File: src/rtl/i3c_pkg.sv
// Shared I3C bus types: per-line filtered state and the bus state consumed by the protocol FSMs.
// Combinational types only; no latency, no backpressure.
package i3c_pkg;

  localparam logic BusLineIdle = 1'b1;

  typedef struct packed {
    logic value;
    logic pos_edge;
    logic neg_edge;
    logic stable_high;
    logic stable_low;
  } signal_state_t;

  typedef struct packed {
    signal_state_t sda;
    signal_state_t scl;
    logic          start_det;
    logic          rstart_det;
    logic          stop_det;
  } bus_state_t;

endpackage

File: src/rtl/i3c_line_filter.sv
// One bus line: 2-flop synchronizer, glitch filter, edge pulses and saturating stable counter.
// Raw pin to filtered value in 3 + filt_cycles_i clocks; no backpressure (free-running sampler).
module i3c_line_filter
  import i3c_pkg::*;
#(
  parameter int FiltWidth = 4,
  parameter int CntWidth  = 8
) (
  input  logic                 clk_i,
  input  logic                 rst_ni,
  input  logic                 line_i,
  input  logic [FiltWidth-1:0] filt_cycles_i,
  input  logic [CntWidth-1:0]  stable_cycles_i,
  output signal_state_t        state_o
);

  logic                 s1, s2;
  logic                 value;
  logic                 pos_edge, neg_edge;
  logic [FiltWidth-1:0] fcnt;
  logic [CntWidth-1:0]  scnt;
  logic                 flip;

  // The synchronized sample has disagreed for filt_cycles_i + 1 consecutive cycles.
  assign flip = (s2 != value) && (fcnt == filt_cycles_i);

  always_ff @(posedge clk_i or negedge rst_ni) begin
    if (!rst_ni) begin
      s1       <= BusLineIdle;
      s2       <= BusLineIdle;
      value    <= BusLineIdle;
      fcnt     <= '0;
      scnt     <= '0;
      pos_edge <= 1'b0;
      neg_edge <= 1'b0;
    end else begin
      s1       <= line_i;
      s2       <= s1;
      pos_edge <= flip & s2;
      neg_edge <= flip & ~s2;
      if (s2 == value) begin
        fcnt <= '0;
      end else if (flip) begin
        value <= s2;
        fcnt  <= '0;
      end else begin
        fcnt <= fcnt + 1'b1;
      end
      if (flip) begin
        scnt <= '0;
      end else if (scnt != '1) begin
        scnt <= scnt + 1'b1;
      end
    end
  end

  assign state_o.value       = value;
  assign state_o.pos_edge    = pos_edge;
  assign state_o.neg_edge    = neg_edge;
  assign state_o.stable_high = value & (scnt >= stable_cycles_i);
  assign state_o.stable_low  = ~value & (scnt >= stable_cycles_i);

endmodule

File: src/rtl/i3c_bus_line_tracker.sv
// Filters SCL/SDA and reports START / Repeated START / STOP plus bus-busy to the protocol FSMs.
// Conditions appear in the cycle of the filtered SDA edge; busy follows one cycle later; no backpressure.
module i3c_bus_line_tracker
  import i3c_pkg::*;
#(
  parameter int FiltWidth = 4,
  parameter int CntWidth  = 8
) (
  input  logic                 clk_i,
  input  logic                 rst_ni,
  input  logic                 enable_i,
  input  logic                 scl_i,
  input  logic                 sda_i,
  input  logic [FiltWidth-1:0] filt_cycles_i,
  input  logic [CntWidth-1:0]  stable_cycles_i,
  output bus_state_t           bus_state_o,
  output logic                 bus_busy_o
);

  signal_state_t scl, sda;
  logic          scl_quiet;
  logic          start_cond, stop_cond;
  logic          bus_busy_q;

  i3c_line_filter #(.FiltWidth(FiltWidth), .CntWidth(CntWidth)) u_scl_filter (
    .clk_i          (clk_i),
    .rst_ni         (rst_ni),
    .line_i         (scl_i),
    .filt_cycles_i  (filt_cycles_i),
    .stable_cycles_i(stable_cycles_i),
    .state_o        (scl)
  );

  i3c_line_filter #(.FiltWidth(FiltWidth), .CntWidth(CntWidth)) u_sda_filter (
    .clk_i          (clk_i),
    .rst_ni         (rst_ni),
    .line_i         (sda_i),
    .filt_cycles_i  (filt_cycles_i),
    .stable_cycles_i(stable_cycles_i),
    .state_o        (sda)
  );

  // SCL must be settled high and not moving in this cycle for an SDA edge to count.
  assign scl_quiet  = scl.value & scl.stable_high & ~scl.pos_edge & ~scl.neg_edge;
  assign start_cond = enable_i & sda.neg_edge & scl_quiet;
  assign stop_cond  = enable_i & sda.pos_edge & scl_quiet;

  always_ff @(posedge clk_i or negedge rst_ni) begin
    if (!rst_ni) begin
      bus_busy_q <= 1'b0;
    end else if (!enable_i) begin
      bus_busy_q <= 1'b0;
    end else if (start_cond & ~bus_busy_q) begin
      bus_busy_q <= 1'b1;
    end else if (stop_cond) begin
      bus_busy_q <= 1'b0;
    end
  end

  assign bus_state_o.sda        = sda;
  assign bus_state_o.scl        = scl;
  assign bus_state_o.start_det  = start_cond & ~bus_busy_q;
  assign bus_state_o.rstart_det = start_cond & bus_busy_q;
  assign bus_state_o.stop_det   = stop_cond;
  assign bus_busy_o             = bus_busy_q;

endmodule

File: config.mk
export PLATFORM = sky130hd
export DESIGN_NAME = i3c_bus_line_tracker
export DESIGN_NICKNAME = d
export VERILOG_FILES = /design/src/rtl/i3c_pkg.sv /design/src/rtl/i3c_line_filter.sv /design/src/rtl/i3c_bus_line_tracker.sv
export SDC_FILE = /design/constraint.sdc
export NUM_CORES = 1
export LEC_CHECK = 0
export ABC_CLOCK_PERIOD_IN_PS = 2000
export BUFFER_PORTS_ARGS = -buffer_cell sky130_fd_sc_hd__buf_2
export CAP_MARGIN = 5
export CORE_MARGIN = 1.5
export CORE_UTILIZATION = 25
export CTS_CLUSTER_SIZE = 12
export DETAILED_ROUTE_END_ITERATION = 8
export GPL_TIMING_DRIVEN = 0
export PLACE_DENSITY = 0.41
export SYNTH_ARGS = -nofsm -noshare
export SYNTH_HDL_FRONTEND = slang
export SYNTH_SLANG_ARGS = --single-unit
export TNS_END_PERCENT = 5
File: constraint.sdc
create_clock -name clk_i -period 2 [get_ports clk_i]
set_input_delay 0.3 -clock clk_i [delete_from_list [all_inputs] [get_ports clk_i]]
set_output_delay 0.3 -clock clk_i [all_outputs]
set_load 0.02 [all_outputs]
# [Yosys cells after proc, flatten, opt, wreduce, memory -nomap -nowiden]
# Cells that the tools add are included.
[classes] reduce_logical=6 n_eq_ne=9 n_mux=11 bitwise_logic=26 n_addsub=4 magnitude_cmp=2
[op_table] cell="8-bit 2-to-1 mux" count=4
[op_table] cell="1-bit AND" count=17
[op_table] cell="8-bit by 1-bit adder with 8-bit output, second input constant" count=2
[op_table] cell="8-bit >= comparator" count=2
[op_table] cell="4-bit 2-to-1 mux" count=4
[op_table] cell="8-bit inequality test, second input constant" count=2
[op_table] cell="1-bit NOT" count=9
[op_table] cell="4-bit by 1-bit adder with 4-bit output, second input constant" count=2
[op_table] cell="4-bit equality test" count=2
[op_table] cell="2-bit AND reduction" count=2
[op_table] cell="2-bit nonzero test" count=2
[op_table] cell="1-bit 2-to-1 mux" count=3
[op_table] cell="3-bit by 1-bit inequality test with 1-bit output, second input constant" count=1
[op_table] cell="1-bit equality test" count=2
[op_table] cell="1-bit logical AND" count=2
[op_table] cell="1-bit inequality test" count=2
[totals] out_inout_bits=14 in_bits=17 ff_bits=35 word_cells=73

# [Longest topological paths before layout]
[logic_depth] depth_word=9 mapped_depth=8 depth_no_buf=7

# [By module]
# Synthesis repeated with hierarchy kept, for this count alone.
[hier_totals] cells_unflattened=225 area_unflattened_um2=2164.6
[modules_own_cells] mod="i3c_line_filter at u_sda_filter" area_per_inst_um2=1047.3 cells_per_inst=108 instances=1 seq_area_each_um2=429.2
[modules_own_cells] mod="i3c_line_filter at u_scl_filter" area_per_inst_um2=1023.5 cells_per_inst=107 instances=1 seq_area_each_um2=429.2
[modules_own_cells] mod="i3c_bus_line_tracker" area_per_inst_um2=93.8 cells_per_inst=10 instances=1 seq_area_each_um2=25.0

# [Worst setup path before layout]
# OpenSTA, ideal clock, no wires.
[synth_path] path_type="register -> output" start="register u_scl_filter.scnt[5]" end="output bus_state_o[2] (netlist bit)" path_slack_ps=-159 path_stages_with_launch=7 required_ps=1700 n_path_buf=0 arrival_time_ps=1859 cell_sequence="dfrtp_1 ha_1 a21oi_1 o21ai_0 a31oi_2 or2b_2 nor3_1"
[synth_lines] item="start: declaration" line="i3c_line_filter.sv:21" rtl="logic [CntWidth-1:0] scnt;"
[synth_lines] item="start signal: assignment" line="i3c_line_filter.sv:52" rtl="scnt <= scnt + 1'b1;"
[synth_lines] item="end: declaration" line="i3c_bus_line_tracker.sv:16" rtl="output bus_state_t bus_state_o,"

==> impl_metrics.ini <==
[clocking]
cts_buffer_depth = 2
cts.htree.levels = 2
holdBufCountCts = 0
clk_root_buffer_cell = sky130_fd_sc_hd__clkbuf_8
cts.sink_count = 35
clk-insertion-delay-late_ns = 0.28
cts_inserted_buffers = 5
cts.clk_slew.worst_paths_ns = 0.08
tritoncts = yes

[yosys]
muxShareOfSynthArea_pct = 2.076
yosysUniqueCellTypes = 41
synth_adder_area_share_pct = 12.21
syn_avg_cell_area_um2 = 10.25
postSynthRegisterBits = 35
synth_top_flop_cell = sky130_fd_sc_hd__dfrtp_1
async_flop_share_pct = 100.0
yosys.area_share.xor_xnor_pct = 8.120
synth_top_family_by_area = simple AND/OR/NAND/NOR gates
synth_compound_area_share_pct = 8.913
synthCells = 200
syn_nets = 237
synth_enable_flop_cells = 0
netlist_area_um2 = 2049
synth-seq-area-share_pct = 43.10
yosys_warnings = 0
yosys.area_share.simple_pct = 19.84

[power]
comb_power_share_pct = 43.8
internal_power_of_the_cells_mw = 1.907
static-leakage-power_nw = 1.217
report.power.total_mw = 3.212
power.net_switching_mw = 1.305
share_clk_of_total_power_pct = 16.0
ir_drop_uv = 405.9
areal_power_density_over_the_cells_nw_per_um2 = 1286
sw_frac_of_total_pct = 40.64
sequential_group_share_of_total_power_pct = 40.2

[floorplan]
core_area_um2 = 7848
placement_rows = 32
fp.dieW_um = 93.54
die_y_um = 93.54
total_die_area_um2 = 8750
initial_utilization_pct = 26.12
num_io_pins = 31

[min_path]
worst_hold_path_type = primary input to register
min_from = sda_i

[critical_path]
worst_r2r_path_depth = 8
worstReg2RegEnd = bus_busy_o
worst-endpoint-required_ns = 1.70
critPathMaxFanout = 4
timing.critical_path.arrival_ns = 2.04
timing.setup.critical_path_class = register to output pin
timing.critical_path.from_type = register
timing.rr.start = u_scl_filter.scnt[0]
cp-endpoint = bus_state_o[1]
worstSetupEndpointType = output pin
r2r_setup_slack_ns = 0.21
setup.worst_path.start = u_scl_filter.scnt[0]

[cells_and_area]
num-nets-final = 275
proportion_of_layout_cells_with_a_drive_suffix_above_1_pct = 30.13
layout_commonest_cell = sky130_fd_sc_hd__dfrtp_1
post-route-util_pct = 31.82
area_growth_syn_to_layout_pct = 21.86
antenna_cells_inserted = 0
final_cell_mix = sky130_fd_sc_hd__dfrtp_1, sky130_fd_sc_hd__buf_2, sky130_fd_sc_hd__nor2_1
final_cell_area_um2 = 2497
nFillCells = 861

[global_routing]
grt_antenna_before_repair = 0
grt_first_pass_wirelength_mm = 7.376
first_global_vias = 1447
grt_start_max_net_pins = 36
grt_usage_pct = 11.03
grt_overflow = 0

[timing]
setup_viol_count_final = 7
hold_viol_final = 0
fmax_mhz = 427.0
relSlewSlack_pct = 44.20
timing.final.ws_setup_ns = -0.3421
drv_slew = 0
clock-skew-final_ns = 0.005525
rsz_0062_raised_after_global_routing = true
post_layout_minimum_cycle_time_ns = 2.342
max_slew.worst_pin.slew_ns = 0.8370
final.period_utilization_pct = 117.1

[placed_design]
dp_hpwl_mm = 3.189
buffer_ports.inserted = 30
gpl_wtd_cong = 0.7774
post_dp_cell_area_um2 = 2332

[outcome]
violations = negative setup slack
run_status = finished with violations

[route]
drt-pass1-iter-count = 6
wire_length_on_met1_mm = 2.143
dr.max_layer_used = met4
via_count = 1471
antenna_violating_nets_post_route = 0
detailroute.wirelength.met3_um = 118
detail_route.vias_per_cell = 4.314
detail_route.wl_per_cell_um = 12.57
post-route-drc-count = 0
dr.first_iter.drc_count = 38
met2_length_mm = 1.962
postRouteWirelength_mm = 4.286

[flow_run]
cap_viol_max_count = 0
==> layout make-up <==
cell class / instances / area, um2 / share of cell area [%]
well taps: 102 / 127.6 / 5.110
multi-input cells: 144 / 1104 / 44.19
repair buffers: 32 / 186.4 / 7.465
flip-flops and latches: 35 / 884.6 / 35.42
clock buffers: 6 / 72.57 / 2.906
inverters: 11 / 41.29 / 1.653
clock inverters: 2 / 12.51 / 0.5010
plain buffers: 9 / 68.82 / 2.756
==> state kept, by name, indices dropped and copies added, names as in the netlist, 4 cells and up <==
name               flops
u_sda_filter.fcnt      4
u_scl_filter.scnt      8
u_sda_filter.scnt      8
u_scl_filter.fcnt      4
==> routing by layer <==
layer / up-vias / global-route usage, %
met5: - / 0
met4: 0 / 3.731
met3: 5 / 2.846
met2: 21 / 17.15
met1: 676 / 14.82
li1: 769 / -
==> kinds of logic (layout without fill, tap and decap cells) <==
family / Yosys count / count (layout)
simple gates: 74 / 74
flops: 35 / 35
compound gates: 27 / 27
buf+inv: 21 / 60
fa+ha+maj: 20 / 20
xor+xnor: 19 / 19
mux: 4 / 4
==> cells in the mapped netlist, drive strengths merged (2+ instances only) <==
cell type	count	share of area, %
mux2i	2	0.98
nand2b	3	1.3
nor3b	2	0.73
nand4	4	1.5
a21o	3	1.1
a31oi	4	1.5
and4	2	0.85
a21oi	5	1.2
and3	6	1.8
nor2	25	4.6
nand3	10	2.4
dfstp	6	7.7
nor2b	2	0.61
mux2	2	1.1
nand2	8	1.5
xnor2	7	3.0
and2	2	0.61
buf	10	3.7
and2b	2	0.73
a211oi	3	1.1
dfrtp	29	35
xor2	12	5.1
o21ai	6	1.5
inv	11	2.0
nor4	2	1.2
nor3	3	0.73
ha	20	12
==> timing repair <==
action	4_1_cts	5_1_grt
setup buffers	2	0
setup endpoints to repair	8	7
pin swaps	6	1
resized for setup	16	3
==> worst min path at each step <==
stage / to / slack, ns / cells after the start
CTS: u_sda_filter.s1 / 0.09 / 1
floorplan: bus_busy_o / 0.004 / 0
detailed placement: u_sda_filter.s2 / 0.35 / 0
finish: u_sda_filter.s1 / 0.10 / 1
global placement: u_sda_filter.s2 / 0.35 / 0
global route: u_scl_filter.s1 / 0.08 / 1
==> power by group through the flow <==
stage	clock (mW)	combinational, mW	sequential (mW)
after floorplan	0	1.02	1.21
after global placement	0	1.27	1.32
after detailed placement	0	1.28	1.32
after CTS	0.549	1.40	1.30
after global routing	0.582	1.61	1.35
final	0.513	1.41	1.29
==> worst max-delay path, cell delays in order (launching register included) <==
cell                       delay, ns
sky130_fd_sc_hd__dfrtp_1        0.40
sky130_fd_sc_hd__inv_2          0.08
sky130_fd_sc_hd__ha_4           0.20
sky130_fd_sc_hd__nand2b_4       0.12
sky130_fd_sc_hd__a2111o_1       0.40
sky130_fd_sc_hd__a31oi_4        0.18
sky130_fd_sc_hd__or2b_4         0.19
sky130_fd_sc_hd__nor2_2         0.06
sky130_fd_sc_hd__buf_6          0.12
==> per-stage QoR <==
step | cells | TNS, ns | setup WS (ns) | hold WS [ns]
after global placement | 332 | -1.449 | -0.4461 | 0.3467
final | 341 | -2.086 | -0.3421 | 0.1048
after CTS | 341 | -2.478 | -0.3908 | 0.08677
after detailed placement | 332 | -1.486 | -0.4478 | 0.3472
after global routing | 341 | -2.831 | -0.4404 | 0.08414
after floorplan | 200 | -0.08131 | -0.08131 | 0.004409
Power figures use the tool's default switching activity.
